<file path="src/rtl/ir_sequencer.sv">
// -----------------------------------------------------------------------------
// ir_sequencer
//
// Fetch/decode/execute control FSM for the 8-bit processor datapath. It steps
// through instruction fetch (via the address register and synchronous-read
// memory), decodes the opcode/src/dest fields of the instruction register and
// drives the bus mux selects and load strobes of every datapath step.
//
// Optional feature macro: ILLEGAL_TRAP_EN
//   defined   - an illegal opcode (9..14) seen in S_DEC sets the sticky err
//               flag and parks the FSM in S_HALT.
//   undefined - an illegal opcode is treated as NOP and err is tied to 0.
//
// Parameters
//   word_size   width of the instruction input (8)
//   op_size     opcode field width, instruction[7:4] (4)
//
// Ports
//   clk          in   rising-edge clock
//   rst          in   asynchronous active-high reset
//   instruction  in   instruction register output {opcode, src, dest}
//   zero         in   zero flag from the Z register (used only in S_DEC)
//   load_ir      out  instruction register load
//   load_add_r   out  address register load
//   load_pc      out  program counter load
//   inc_pc       out  program counter increment
//   load_reg     out  one-hot register file write enable, R0..R3
//   load_reg_y   out  ALU operand Y load
//   load_reg_z   out  zero flag register load
//   sel_bus1     out  Bus1 source: 0..3 = R0..R3, 4 = PC
//   sel_bus2     out  Bus2 source: 0 = ALU, 1 = Bus1, 2 = memory
//   alu_op       out  opcode passed through to the ALU
//   write        out  memory write strobe
//   halted       out  high while in S_HALT
//   err          out  sticky illegal-opcode flag
// -----------------------------------------------------------------------------
module ir_sequencer #(
    parameter int word_size = 8,
    parameter int op_size   = 4
) (
    input  logic                 clk,
    input  logic                 rst,
    input  logic [word_size-1:0] instruction,
    input  logic                 zero,
    output logic                 load_ir,
    output logic                 load_add_r,
    output logic                 load_pc,
    output logic                 inc_pc,
    output logic [3:0]           load_reg,
    output logic                 load_reg_y,
    output logic                 load_reg_z,
    output logic [2:0]           sel_bus1,
    output logic [1:0]           sel_bus2,
    output logic [op_size-1:0]   alu_op,
    output logic                 write,
    output logic                 halted,
    output logic                 err
);

    typedef enum logic [3:0] {
        S_IDLE = 4'd0,
        S_FET1 = 4'd1,
        S_FET2 = 4'd2,
        S_DEC  = 4'd3,
        S_EX1  = 4'd4,
        S_RD1  = 4'd5,
        S_RD2  = 4'd6,
        S_WR1  = 4'd7,
        S_WR2  = 4'd8,
        S_BR1  = 4'd9,
        S_BR2  = 4'd10,
        S_HALT = 4'd11
    } state_t;

    localparam logic [op_size-1:0] OP_NOP  = op_size'(0);
    localparam logic [op_size-1:0] OP_ADD  = op_size'(1);
    localparam logic [op_size-1:0] OP_SUB  = op_size'(2);
    localparam logic [op_size-1:0] OP_AND  = op_size'(3);
    localparam logic [op_size-1:0] OP_NOT  = op_size'(4);
    localparam logic [op_size-1:0] OP_RD   = op_size'(5);
    localparam logic [op_size-1:0] OP_WR   = op_size'(6);
    localparam logic [op_size-1:0] OP_BR   = op_size'(7);
    localparam logic [op_size-1:0] OP_BRZ  = op_size'(8);
    localparam logic [op_size-1:0] OP_HALT = op_size'(15);

    localparam logic [2:0] BUS1_PC   = 3'd4;
    localparam logic [1:0] BUS2_ALU  = 2'd0;
    localparam logic [1:0] BUS2_BUS1 = 2'd1;
    localparam logic [1:0] BUS2_MEM  = 2'd2;

    state_t               state;
    logic [op_size-1:0]   opcode;
    logic [1:0]           src;
    logic [1:0]           dest;

    assign opcode = instruction[word_size-1 -: op_size];
    assign src    = instruction[3:2];
    assign dest   = instruction[1:0];

    function automatic logic [3:0] reg_onehot(input logic [1:0] idx);
        return 4'b0001 << idx;
    endfunction

    // -------------------------------------------------------------------------
    // State register and sticky error flag
    // -------------------------------------------------------------------------
`ifdef ILLEGAL_TRAP_EN
    logic err_q;
`endif

    always_ff @(posedge clk or posedge rst) begin
        if (rst) begin
            state <= S_IDLE;
`ifdef ILLEGAL_TRAP_EN
            err_q <= 1'b0;
`endif
        end else begin
            case (state)
                S_IDLE: state <= S_FET1;
                S_FET1: state <= S_FET2;
                S_FET2: state <= S_DEC;
                S_DEC: begin
                    case (opcode)
                        OP_NOP:                 state <= S_FET1;
                        OP_ADD, OP_SUB, OP_AND: state <= S_EX1;
                        OP_NOT:                 state <= S_FET1;
                        OP_RD:                  state <= S_RD1;
                        OP_WR:                  state <= S_WR1;
                        OP_BR:                  state <= S_BR1;
                        // Not-taken BRZ skips its address byte via inc_pc in S_DEC.
                        OP_BRZ:                 state <= zero ? S_BR1 : S_FET1;
                        OP_HALT:                state <= S_HALT;
                        default: begin
`ifdef ILLEGAL_TRAP_EN
                            state <= S_HALT;
                            err_q <= 1'b1;
`else
                            state <= S_FET1;
`endif
                        end
                    endcase
                end
                S_EX1:  state <= S_FET1;
                S_RD1:  state <= S_RD2;
                S_RD2:  state <= S_FET1;
                S_WR1:  state <= S_WR2;
                S_WR2:  state <= S_FET1;
                S_BR1:  state <= S_BR2;
                S_BR2:  state <= S_FET1;
                // Only reset leaves S_HALT.
                S_HALT: state <= S_HALT;
                default: state <= S_IDLE;
            endcase
        end
    end

`ifdef ILLEGAL_TRAP_EN
    assign err = err_q;
`else
    assign err = 1'b0;
`endif

    // -------------------------------------------------------------------------
    // Output decode
    // Outputs are a pure function of state/instruction/zero. They are also
    // gated with rst so every output (alu_op and halted included) is 0 for
    // the whole reset interval, and a write in S_WR2 is cut the instant rst
    // rises rather than waiting for the state register to settle.
    // -------------------------------------------------------------------------
    always_comb begin
        load_ir    = 1'b0;
        load_add_r = 1'b0;
        load_pc    = 1'b0;
        inc_pc     = 1'b0;
        load_reg   = 4'b0000;
        load_reg_y = 1'b0;
        load_reg_z = 1'b0;
        sel_bus1   = 3'd0;
        sel_bus2   = BUS2_ALU;
        alu_op     = '0;
        write      = 1'b0;
        halted     = 1'b0;

        if (!rst) begin
            alu_op = opcode;
            case (state)
                S_FET1: begin
                    sel_bus1   = BUS1_PC;
                    sel_bus2   = BUS2_BUS1;
                    load_add_r = 1'b1;
                end
                S_FET2: begin
                    sel_bus2 = BUS2_MEM;
                    load_ir  = 1'b1;
                    inc_pc   = 1'b1;
                end
                S_DEC: begin
                    case (opcode)
                        OP_ADD, OP_SUB, OP_AND: begin
                            sel_bus1   = {1'b0, src};
                            load_reg_y = 1'b1;
                        end
                        OP_NOT: begin
                            sel_bus1   = {1'b0, src};
                            sel_bus2   = BUS2_ALU;
                            load_reg   = reg_onehot(dest);
                            load_reg_z = 1'b1;
                        end
                        // Memory and branch ops first point the address
                        // register at the operand byte that follows.
                        OP_RD, OP_WR, OP_BR: begin
                            sel_bus1   = BUS1_PC;
                            sel_bus2   = BUS2_BUS1;
                            load_add_r = 1'b1;
                        end
                        OP_BRZ: begin
                            if (zero) begin
                                sel_bus1   = BUS1_PC;
                                sel_bus2   = BUS2_BUS1;
                                load_add_r = 1'b1;
                            end else begin
                                inc_pc = 1'b1;
                            end
                        end
                        default: ;
                    endcase
                end
                S_EX1: begin
                    sel_bus1   = {1'b0, dest};
                    sel_bus2   = BUS2_ALU;
                    load_reg   = reg_onehot(dest);
                    load_reg_z = 1'b1;
                end
                S_RD1, S_WR1: begin
                    // Operand byte holds the data address; consume it.
                    sel_bus2   = BUS2_MEM;
                    load_add_r = 1'b1;
                    inc_pc     = 1'b1;
                end
                S_RD2: begin
                    sel_bus2 = BUS2_MEM;
                    load_reg = reg_onehot(dest);
                end
                S_WR2: begin
                    sel_bus1 = {1'b0, src};
                    write    = 1'b1;
                end
                S_BR1: begin
                    sel_bus2   = BUS2_MEM;
                    load_add_r = 1'b1;
                end
                S_BR2: begin
                    sel_bus2 = BUS2_MEM;
                    load_pc  = 1'b1;
                end
                S_HALT: halted = 1'b1;
                default: ;
            endcase
        end
    end

endmodule

</file>
<file path="config.mk">
export PLATFORM = sky130hd
export DESIGN_NAME = ir_sequencer
export DESIGN_NICKNAME = d
export VERILOG_FILES = /design/src/rtl/ir_sequencer.sv
export SDC_FILE = /design/constraint.sdc
export NUM_CORES = 1
export LEC_CHECK = 0
export CAP_MARGIN = 20
export CORE_MARGIN = 1
export CORE_UTILIZATION = 36
export CTS_CLUSTER_DIAMETER = 50
export DETAILED_ROUTE_END_ITERATION = 10
export PLACE_DENSITY = 0.76
export SLEW_MARGIN = 20
export SYNTH_ARGS = -nofsm -noshare
export SYNTH_HDL_FRONTEND = slang
export SYNTH_SLANG_ARGS = --single-unit
</file>
<file path="constraint.sdc">
create_clock -name clk -period 1.4 [get_ports clk]
set_input_delay 0.28 -clock clk [delete_from_list [all_inputs] [get_ports clk]]
set_output_delay 0.28 -clock clk [all_outputs]
set_load 0.005 [all_outputs]
</file>
==> results.md <==
- Clock sinks: 4
- Initial Util: 0.386
- Crit path from: state[2]
- Min-Delay Path Class: in2async
- Via/cell ratio: 5.88
- FF-to-FF Start: state[2]
- Leakage: 0.696 nW
- Mean post-synth cell area: 7.49 um2
- Fin. Hold Viols: 0
- Clk root buf: clkbuf_4
- Max FFs per register: 4
- Vias in the first global route: 989
- Distinct cells, synth: 41
- TritonCTS clock tree: yes
- Worst-path clk slew: 0.04 ns
- Critical path class: reg2out
- Setup Skew: 0.00225 ns
- Share of cells above drive strength 1: 0.669
- Failing checks: setup timing
- Fmax: 0.499 GHz
- Placement Setup Slack: -1.05 ns
- Top reg by flops: state
- Top Ports: 33
- Area of the core: 1730 um2
- DP Area: 1210 um2
- Outcome: finished, violations left
- IO buf count: 31
- Ys flop type: dfrtp_1
- Final hold slack: 0.404 ns
- Non-filler cells, final: 188
- Fin crit period: 2.00 ns
- Synth Cell Area: 667 um2
- Max Cap Viol: 0
- Total power: 2.74 mW
- Setup Viol. Count Final: 20
- RSZ-0062 raised after global routing: true
- First-pass GRT wire length: 4.65 mm
- IR drop worst, VDD: 1.47 mV
- Diode count: 0
- Initial antenna violation count: 0
- DRT iter0 DRCs: 28
- Biggest registers after layout: state (4)
- Die height: 45.0 um
- Mapped Cells: 89
- DR vias: 1105
- Final Max Tran Viols: 0
- Register area share after synthesis: 0.150
- Buffer depth of the longest clock path: 2
- Synth top area share: 0.150
- Fin util: 0.893
- Avg WL per Cell: 19.5 um
- Nets: 176
- Routed Antenna Nets: 0
- CP endpoint kind: primary output
- Post-route setup slack: -0.605 ns
- Final WL: 3.66 mm
- Syn nets: 100
- Number of enable flip-flop cells after synthesis: 0
- Largest net degree at the start of global routing: 19
- Startpoint types: register
- Flop and latch count out of synthesis: 4
- Cell Rows: 15
- Total congestion overflow: 0
- Die ar.: 2030 um2
- Number of detailed-route iterations in the first pass: 4
- Share of flip-flops with an asynchronous set or reset: 1.00
- PD cells: 1780 nW/um2
- Final instance area: 1540 um2
- Required time of the worst setup path: 1.12 ns
- CTS H-Tree Depth: 1
- Tcrit/Tclk final: 1.43
- # DRC: 0
- Clk_lat worst skew: 0.23 ns
- Synth area leader: dfrtp_1
- Critical path fanouts, max: 3
- Clock buffer count from CTS: 3
- Chip Width: 45.0 um
- HPWL after detailed placement: 1.77 mm
- Synthesis warning total: 0
- Cell count after placement: 164
- GPL Wtd Cong: 0.847
- CP Data Arrival Time: 1.72 ns
- Area contributors post-synth: dfrtp_1 15%, a21oi_1 6.0%, and3b_1 5.3%
- Setup TNS: -6.66 ns
- GRT Total Usage: 0.319
- Area growth from synthesis to layout: 131%
layout by cell type (no fill, tap or decap), types with 2 or more instances in the layout:
cell | synthesis | final
buf_4 | 1 | 28
buf_6 | 1 | 20
buf_2 | 5 | 17
a21oi_1 | 8 | 5
dlygate4sd2_1 | 0 | 5
clkdlybuf4s50_1 | 0 | 5
and3b_1 | 4 | 4
a31oi_1 | 3 | 3
a21oi_2 | 0 | 3
nor2_1 | 6 | 3
nand2_1 | 6 | 3
nand2_4 | 0 | 3
nor4_2 | 0 | 3
nor2b_1 | 3 | 3
nor3_2 | 0 | 3
clkbuf_4 | 0 | 3
clkdlybuf4s15_2 | 0 | 3
dfrtp_1 | 4 | 3
inv_4 | 0 | 2
xnor2_1 | 2 | 2
inv_1 | 5 | 2
nor3b_4 | 1 | 2
nor2_4 | 0 | 2
nor4b_4 | 0 | 2
nor4b_2 | 1 | 2
o21ai_2 | 0 | 2
o2111ai_1 | 2 | 2
o21ai_0 | 4 | 2
worst max-delay path, cell delays in order (launching register included):
cell	delay, ns
dfrtp_1	0.40
or4b_4	0.55
o41a_1	0.17
buf_4	0.16
a21oi_2	0.10
buf_2	0.12
synth_stat cells, drive strengths merged, types with 2 or more instances:
master / instances
a21oi: 8
buf: 8
nand2: 6
nor2: 6
inv: 5
and3b: 4
dfrtp: 4
nor4: 4
nor4b: 4
o21ai: 4
a31oi: 3
nor2b: 3
nor3: 3
nor3b: 2
o2111ai: 2
o32ai: 2
xnor2: 2
final timing paths:
check	endpoint	slack, ns	cells after the start
max	sel_bus1[0]	-0.60	5
min	state[3]	0.40	4
max reg2reg	state[2]	-0.15	6
min reg2reg	state[2]	0.83	3
max in group asynchronous	state[0]	0.88	4
min in group clk	state[1]	0.67	4
what timing repair did:
| item | 4_1_cts | 5_1_grt |
|---|---|---|
| buffers inserted | 18 | 8 |
| gates resized for setup | 120 | 25 |
| pin swaps | 21 | 16 |
| hold buffers | 0 | 0 |
| endpoints found under the setup margin | 25 | 20 |
layer usage:
| metal | GRT usage | routed length, um | vias up |
|---|---|---|---|
| li1 | - | - | 490 |
| met1 | 0.376 | 1460 | 546 |
| met2 | 0.536 | 1900 | 57 |
| met3 | 0.0640 | 206 | 12 |
| met4 | 0.176 | 91 | 0 |
| met5 | 0 | 0 | - |
power breakdown:
group / leakage (nW) / internal [mW] / total (mW) / switching, mW
logic: 0.633 / 1.25 / 2.34 / 1.09
registers: 0.0492 / 0.175 / 0.248 / 0.0736
clock network: 0.0138 / 0.0962 / 0.148 / 0.0515
total: 0.696 / 1.52 / 2.74 / 1.22
logic make-up (layout without fill, tap and decap cells):
| logic type | after synthesis | in the layout | synth area share |
|---|---|---|---|
| flops | 4 | 4 | 0.150 |
| other cells | 1 | 1 | 0.00562 |
| compound gates | 28 | 28 | 0.300 |
| simple gates | 40 | 40 | 0.413 |
| xor+xnor | 2 | 2 | 0.0263 |
| buf+inv | 14 | 88 | 0.105 |
area by class of cell:
type	count	area, um2
clock buffer	3	22.5
timing repair buffer	80	668
sequential	4	101
multi-input combinational	71	694
tap	25	31.3
inverter	5	23.8
fill	82	185
Note: power is estimated with default switching activity, not from simulation.
